[src/rtl/instr_fetch.sv]
// Instruction fetch stage: issues sequential ROM reads, buffers the returned
// instructions in a small prefetch FIFO and hands them to the core through a
// valid/ready handshake. A redirect from the core flushes buffered and
// in-flight fetches and restarts fetching at the new address.
module instr_fetch #(
  parameter int ADDR_W = 8,
  parameter int DATA_W = 8,
  parameter int DEPTH  = 4
) (
  input  logic              clk,
  input  logic              reset,
  output logic              mem_req,
  output logic [ADDR_W-1:0] mem_addr,
  input  logic [DATA_W-1:0] mem_rdata,
  output logic [DATA_W-1:0] ir,
  output logic [ADDR_W-1:0] ir_pc,
  output logic              ir_valid,
  input  logic              ir_ready,
  input  logic              redirect,
  input  logic [ADDR_W-1:0] redirect_pc,
  output logic [ADDR_W-1:0] fetch_pc
);

  localparam int PTR_W = $clog2(DEPTH);
  localparam int CNT_W = PTR_W + 1;

  logic [ADDR_W-1:0] fetch_pc_r;
  logic [CNT_W-1:0]  count_r;
  logic              inflight_r;
  logic [ADDR_W-1:0] inflight_pc_r;
  logic [PTR_W-1:0]  head_r;
  logic [PTR_W-1:0]  tail_r;
  logic [DATA_W-1:0] data_mem_r [DEPTH];
  logic [ADDR_W-1:0] pc_mem_r   [DEPTH];

  logic [CNT_W-1:0]  occupancy_s;
  logic              issue_s;
  logic              push_s;
  logic              pop_s;
  logic              head_valid_s;

  // Issue / push / pop decisions; a redirect suppresses all three so that
  // nothing fetched before it can reach the FIFO or be consumed.
  always_comb begin
    occupancy_s  = count_r + CNT_W'(inflight_r);
    head_valid_s = (count_r != CNT_W'(0));
    issue_s      = !reset && !redirect && (occupancy_s < CNT_W'(DEPTH));
    push_s       = inflight_r && !redirect;
    pop_s        = head_valid_s && ir_ready && !redirect;
  end

  // Control state: fetch PC, in-flight tracking, FIFO pointers and fill level.
  always_ff @(posedge clk) begin
    if (reset) begin
      fetch_pc_r    <= '0;
      count_r       <= '0;
      inflight_r    <= 1'b0;
      inflight_pc_r <= '0;
      head_r        <= '0;
      tail_r        <= '0;
    end else if (redirect) begin
      fetch_pc_r    <= redirect_pc;
      count_r       <= '0;
      inflight_r    <= 1'b0;
      head_r        <= '0;
      tail_r        <= '0;
    end else begin
      if (issue_s) begin
        fetch_pc_r    <= fetch_pc_r + ADDR_W'(1);
        inflight_pc_r <= fetch_pc_r;
      end
      inflight_r <= issue_s;
      if (push_s) begin
        tail_r <= tail_r + PTR_W'(1);
      end
      if (pop_s) begin
        head_r <= head_r + PTR_W'(1);
      end
      count_r <= count_r + CNT_W'(push_s) - CNT_W'(pop_s);
    end
  end

  // FIFO storage: the ROM response and the address it was fetched from.
  always_ff @(posedge clk) begin
    if (!reset && push_s) begin
      data_mem_r[tail_r] <= mem_rdata;
      pc_mem_r[tail_r]   <= inflight_pc_r;
    end
  end

  // Outputs: head of FIFO shown directly from storage, zeroed when not valid.
  always_comb begin
    mem_req  = issue_s;
    mem_addr = fetch_pc_r;
    fetch_pc = fetch_pc_r;
    ir_valid = head_valid_s && !reset;
    if (ir_valid) begin
      ir    = data_mem_r[head_r];
      ir_pc = pc_mem_r[head_r];
    end else begin
      ir    = '0;
      ir_pc = '0;
    end
  end

endmodule

[config.mk]
export PLATFORM = sky130hd
export DESIGN_NAME = instr_fetch
export DESIGN_NICKNAME = d
export VERILOG_FILES = /design/src/rtl/instr_fetch.sv
export SDC_FILE = /design/constraint.sdc
export NUM_CORES = 1
export LEC_CHECK = 0
export CAP_MARGIN = 20
export CORE_MARGIN = 5
export CORE_UTILIZATION = 40
export DETAILED_ROUTE_END_ITERATION = 6
export GPL_TIMING_DRIVEN = 0
export MAX_ROUTING_LAYER = met4
export PLACE_DENSITY = 0.67
export SYNTH_ARGS = -nofsm -noshare
export SYNTH_HDL_FRONTEND = slang
export SYNTH_SLANG_ARGS = --single-unit
[constraint.sdc]
create_clock -name clk -period 3.2 [get_ports clk]
set_clock_uncertainty 0.2 [all_clocks]
set_input_delay 0.64 -clock clk [delete_from_list [all_inputs] [get_ports clk]]
set_output_delay 0.64 -clock clk [all_outputs]
set_load 0.02 [all_outputs]
==> results.py <==
metrics = {
    "run_status": {
        "outcome": "finished, final reports clean",
    },
    "yosys": {
        "synth_cell_types": 41,
        "synth_top_area_share": 0.514,
        "synth-edff-count": 64,
        "yosysMostFrequentCell": "edfxtp_1",
        "async_flop_share": 0,
        "ys.flop_type": "edfxtp_1",
        "synthTopCellsByCount": "edfxtp_1, dfxtp_1, mux4_2, nor2b_1, nand2_1",
        "ys_top_cells_by_area": "edfxtp_1, dfxtp_1, mux4_2",
        "syn-instance-count": 256,
        "ys_warn_count": 0,
        "ys_seq_elements": 90,
        "netlist_area_um2": 3740,
        "postSynthAreaPerCell_um2": 14.6,
        "yosysTopAreaCell": "edfxtp_1",
        "yosysSeqAreaShare": 0.653,
        "syn_nets": 284,
    },
    "setup_path": {
        "end_kind": "output port",
        "startpoint_type": "input pin",
        "cp.arrival_ps": 2290,
        "critPathKind": "input pin to output port",
        "rrSetupSlack_ps": 670,
        "r2r.worst_path.cells": 10,
        "worstPathMaxFanout": 10,
        "required_ps": 2360,
    },
    "drt": {
        "drc": 0,
        "drt_iter0_markers": 126,
        "wl_um": 6720,
        "wire_per_inst_um": 15.4,
        "vias": 2187,
        "viasPerCell": 5.02,
        "firstDrtPassIters": 4,
        "ant_nets": 0,
    },
    "clock_tree": {
        "clock-sinks": 90,
        "cts_buffer_depth": 2,
        "clk_pin_slew_ps": 90,
        "worstSkewPairLatency_ps": 350,
        "numCtsBuffers": 9,
        "root_buffer": "clkbuf_8",
        "htreeDepth": 3,
        "cts_tree": "done",
    },
    "placement": {
        "port_buffers": 52,
        "gp_congestion": 0.745,
        "hpwlAfterDp_um": 4660,
    },
    "grt": {
        "antenna_found_initial": 0,
        "grt_pass1_vias": 2224,
        "grt_pass1_wl_um": 11100,
        "grt_usage": 0.128,
        "overflow": 0,
        "grt_max_degree": 19,
    },
    "layout": {
        "nNetsFinal": 348,
        "fillCellCount": 821,
        "synthToLayoutAreaGrowth_pct": 22.5,
        "drive_above_1_share": 0.203,
        "final_core_util": 0.498,
        "diodes": 0,
    },
    "floorplanning": {
        "rows": 35,
        "start_util": 0.407,
        "die_x_um": 107,
        "dieArea_um2": 11400,
        "die_h_um": 107,
        "coreArea_um2": 9200,
        "ios": 54,
    },
    "sta": {
        "hold_viol": 0,
        "worstMarginPinSlew_ps": 840,
        "fin_crit_ps": 3130,
        "fmax_mhz": 320,
        "period_share": 0.977,
        "finalMaxSlewViolations": 0,
        "setup_viol": 0,
        "rsz0062_at_grt": "yes",
        "maxSlewHeadroom": 0.440,
    },
    "worst_hold_path": {
        "min_path_type": "register to register",
        "hold_depth": 2,
    },
    "power": {
        "leakage_nw": 1.63,
        "powerDensity_nw_per_um2": 473,
        "total_power_mw": 2.17,
        "peakVddDrop_mv": 0.233,
    },
    "run": {
        "max_cap_violations": 0,
    },
}
==> path summary, 6_finish.rpt <==
| path | startpoint | endpoint |
|---|---|---|
| worst min-delay path | inflight_pc_r[1] | inflight_pc_r[1] |
| worst max register to register | count_r[2] | count_r[2] |
| worst min register to register | inflight_pc_r[1] | inflight_pc_r[1] |
| worst max-delay path | reset | ir[6] |
==> through the flow <==
step / TNS (ps) / hold slack [ps] / cell area, µm² / setup WS [ps] / cells
3_3_place_gp: -7530 / 277 / 4400 / -401 / 419
4_1_cts: 0 / 302 / 4600 / 2.49 / 436
2_1_floorplan: 0 / 260 / 3740 / 412 / 256
3_5_place_dp: -8160 / 292 / 4400 / -379 / 419
6_report: 0 / 302 / 4580 / 73.9 / 436
5_1_grt: -3.79 / 321 / 4580 / -3.79 / 436
==> critical path, stage by stage <==
cell	delay [ps]
clkdlybuf4s50_1	490
or2_2	340
buf_2	190
clkbuf_4	210
nor2b_1	110
clkdlybuf4s15_1	310
==> registers in the layout (all words and copies together) (netlist names), named ones only <==
| name | cells |
|---|---|
| head_r | 2 |
| fetch_pc | 8 |
| count_r | 3 |
| tail_r | 2 |
| inflight_pc_r | 8 |
| pc_mem_r | 32 |
| inflight_r | 1 |
| data_mem_r | 32 |
==> cells in the final DEF, fill, tap and decap left out, types with 6 or more instances in the layout <==
| cell type | synthesis | final |
|---|---|---|
| buf_2 | 7 | 6 |
| nor2b_1 | 16 | 16 |
| ha_1 | 7 | 7 |
| inv_1 | 9 | 9 |
| clkbuf_8 | 0 | 9 |
| buf_4 | 8 | 11 |
| nand2_1 | 15 | 15 |
| dlygate4sd2_1 | 0 | 8 |
| clkbuf_2 | 0 | 6 |
| dfxtp_1 | 26 | 26 |
| a21oi_1 | 9 | 9 |
| nand3_1 | 11 | 11 |
| mux4_2 | 16 | 16 |
| nor2_1 | 11 | 11 |
| clkdlybuf4s50_1 | 0 | 34 |
| edfxtp_1 | 64 | 64 |
==> repair_timing <==
action,in CTS,in global routing
resized for setup,30,16
hold buffers,0,0
pin swaps,0,0
endpoints found under the setup margin,18,18
buffers inserted,1,0
==> power breakdown <==
part / internal (mW) / switching [mW]
clock: 0.302 / 0.423
sequential: 1.26 / 0.0215
combinational: 0.0831 / 0.0791
total: 1.64 / 0.524
==> cell families after synthesis <==
| group | count (synthesis) | share of synthesized area |
|---|---|---|
| flip-flops | 90 | 0.653 |
| AND/OR/NAND/NOR | 76 | 0.112 |
| buffers and inverters | 33 | 0.0435 |
| AO/OA/AOI/OAI | 23 | 0.0408 |
| multiplexers | 19 | 0.104 |
| adder cells (fa/ha/maj) | 8 | 0.0288 |
| XOR/XNOR | 7 | 0.0184 |
==> per-layer routing <==
layer	part of all wire	GRT usage	wire length, µm	vias up
met2	0.46	0.193	3110	63
met4	0.0091	0.0274	61	0
li1	-	-	-	1072
met3	0.053	0.0397	355	7
met5	0	-	0	-
met1	0.48	0.172	3190	1045
==> area by class of cell <==
cell class	instances	area, µm²	share of cell area
plain buffers	23	138	0.0300
clock buffers	9	124	0.0270
clock inverters	7	68.8	0.0150
inverters	10	37.5	0.00819
multi-input cells	133	1150	0.250
flip-flops and latches	90	2440	0.533
well taps	111	139	0.0303
repair buffers	53	487	0.106
Note: power is estimated with default switching activity, not from simulation.
==> edit, RTL diff (config.mk and constraints unchanged) <==
`DATA_W`: 8 -> 7.
--- a/src/rtl/instr_fetch.sv
+++ b/src/rtl/instr_fetch.sv
@@ -4,7 +4,7 @@
 // in-flight fetches and restarts fetching at the new address.
 module instr_fetch #(
   parameter int ADDR_W = 8,
-  parameter int DATA_W = 8,
+  parameter int DATA_W = 7,
   parameter int DEPTH  = 4
 ) (
   input  logic              clk,
Interface: changed (resized ir and mem_rdata); port bits go from 54 to 52. No check against the original RTL was run, so the function may have changed too.
==> edit against the unedited design <==
Wire length decreased by 1.1%. Setup slack improved by 0.057 ns. Global-route usage is 0.32 points higher. Highest routed layer unchanged. Sequential cell count decreased by 4. Maximum frequency rose by 1.8%. Synthesized area decreased by 3.7%. Cell area is 2.9% lower. Power shrank 0.94%. Critical endpoint is now ir_pc[1].
==> edit: results (changes against the unedited design) <==
- Router iterations before antenna repair: 4 (unchanged)
- Tot GR Track Use: 0.1310 (+0.003163)
- Reg clk slew, reported paths: 0.08 ns
- Root buffer cell: clkbuf_8
- Inst Count DP: 407 (-2.9%)
- Total CTS buffers: 9 (unchanged)
- Status: finished clean
- Lkg Pwr: 1.587 nW (-2.7%)
- Hold buffer count at CTS: 0 (unchanged)
- Ys async rst share: 0 (unchanged)
- First-pass GRT wire length: 11.17 mm (+0.62%)
- R2R Setup Slk: 0.69 ns (+0.02 ns)
- Worst setup path endpoint: ir_pc[1]
- Max clock buf depth: 2 (unchanged)
- Unique masters post-synth: 41 (unchanged)
- Met1 WL: 3.074 mm (-3.8%)
- Slew @ Worst Pin: 0.8436 ns (+0.003620 ns)
- Peak VDD IR: 0.2231 mV (-4.4%)
- Pint: 1.652 mW (+0.47%)
- Routed vias: 2122 (-3.0%)
- Top flop regs: pc_mem_r (32), data_mem_r (28)
- Routability Congestion: 0.7408 (-0.54%)
- Yosys Warn Count: 0 (unchanged)
- Post-synth EDFFs: 60 (-6.3%)
- DR top layer: met4
- R2R depth: 10 (unchanged)
- Diode count: 0 (unchanged)
- Mapped Cells: 249 (-2.7%)
- PortBufs: 50 (-3.8%)
- H-tree lvl count: 3 (unchanged)
- Initial antenna violation count: 0 (unchanged)
- Hold Startpoint: inflight_pc_r[4]
- Worst Path Max Fanout: 16 (+6)
- Vias per cell: 5.017 (about the same)
- Commonest cells post-synth: edfxtp_1 (60), dfxtp_1 (26), nand2_1 (16)
- Largest net degree at the start of global routing: 17 (-2)
- Detailed router's first-iteration violation count: 87 (-31%)
- Register area share after synthesis: 0.6442 (-0.008404)
- WL per Instance: 15.72 µm (+2.0%)
- Clock Latency Late Sink: 0.35 ns (about the same)
- Syn nets: 276 (-2.8%)
- Final HPWL DP: 4.576 mm (-1.9%)
- Min-Delay Path Class: reg2reg
- Met3 WL: 416 µm (+17%)
- Worst r2r src: count_r[1]
- Vias in the first global route: 2249 (+1.1%)
- Worst setup path start: reset
- Worst Path Arrival: 2.23 ns (-0.06 ns)
- # fillers: 785 (-4.4%)
- Nets: 337 (-3.2%)
- Share of layout cells above drive strength 1: 0.1968 (-0.006252)
- Largest cells by area after synthesis: edfxtp_1 (50%), dfxtp_1 (14%), mux4_2 (9.4%)
- Met2 WL: 3.100 mm (-0.32%)
## edit: changes by cell type in the layout (fill, tap and decap cells not counted), sizes merged, moves of 2 or more
| cell | unedited run | this run |
|---|---|---|
| clkbuf | 22 | 15 |
| clkdlybuf4s15 | 2 | 7 |
| a311oi | 0 | 4 |
| edfxtp | 64 | 60 |
| a211oi | 4 | 1 |
| a2111oi | 2 | 0 |
| and4 | 3 | 1 |
| nor2 | 11 | 13 |
## edit: cell families after synthesis
family	synth area share
flops	0.6442
simple gates	0.1145
buf+inv	0.04859
compound gates	0.04096
mux	0.1003
xor+xnor	0.02152
fa+ha+maj	0.02985
## edit: timing repair
item                                    4_1_cts  5_1_grt
resized for setup                            34        2
endpoints found under the hold margin         0        0
buffers inserted                              1        0
endpoints found under the setup margin       17       10
## edit: worst min path at each step
stage	slack, ns	depth (start not counted)	end
4_1_cts	0.30	2	inflight_pc_r[5]
2_1_floorplan	0.26	0	pc_mem_r[0][0]
6_report	0.31	2	inflight_pc_r[4]
3_3_place_gp	0.28	2	inflight_pc_r[4]
5_1_grt	0.33	0	pc_mem_r[0][5]
3_5_place_dp	0.29	2	inflight_pc_r[5]
## edit: critical path, stage by stage
cell and delay [ns]:
clkdlybuf4s50_1 0.46, buf_2 0.21, or2_4 0.36, nor2b_1 0.20, dlygate4sd2_1 0.36
## edit: area by class of cell
type / count / share of cell area
inverter: 11 / 0.009283
clock buffer: 9 / 0.02785
multi-input combinational: 130 / 0.2495
tap: 108 / 0.03038
clock inverter: 7 / 0.01800
sequential: 86 / 0.5221
buffer: 21 / 0.03094
timing repair buffer: 51 / 0.1120
## edit: routing by layer
layer,track usage,vias up
li1,-,1030
met1,0.1667,1016
met2,0.2001,69
met3,0.05055,7
met4,0.02922,0
met5,-,-
## edit: stage by stage
stage	setup TNS (ns)	hold slack (ns)	worst slack, ns	cell area (µm²)
floorplan	0	0.2600	0.4805	3605
global placement	-9.224	0.2763	-0.6242	4240
detailed placement	-10.51	0.2902	-0.6262	4240
CTS	0	0.3023	0.002286	4458
global route	0	0.3252	0.06785	4448
finish	0	0.3056	0.1307	4448
## edit: power by group through the flow
stage	clock, mW	combinational [mW]	sequential [mW]
after floorplan	0	0.0764	1.25
after global placement	0	0.155	1.24
after detailed placement	0	0.158	1.24
after CTS	0.799	0.159	1.22
after global routing	0.849	0.172	1.22
final	0.771	0.157	1.22
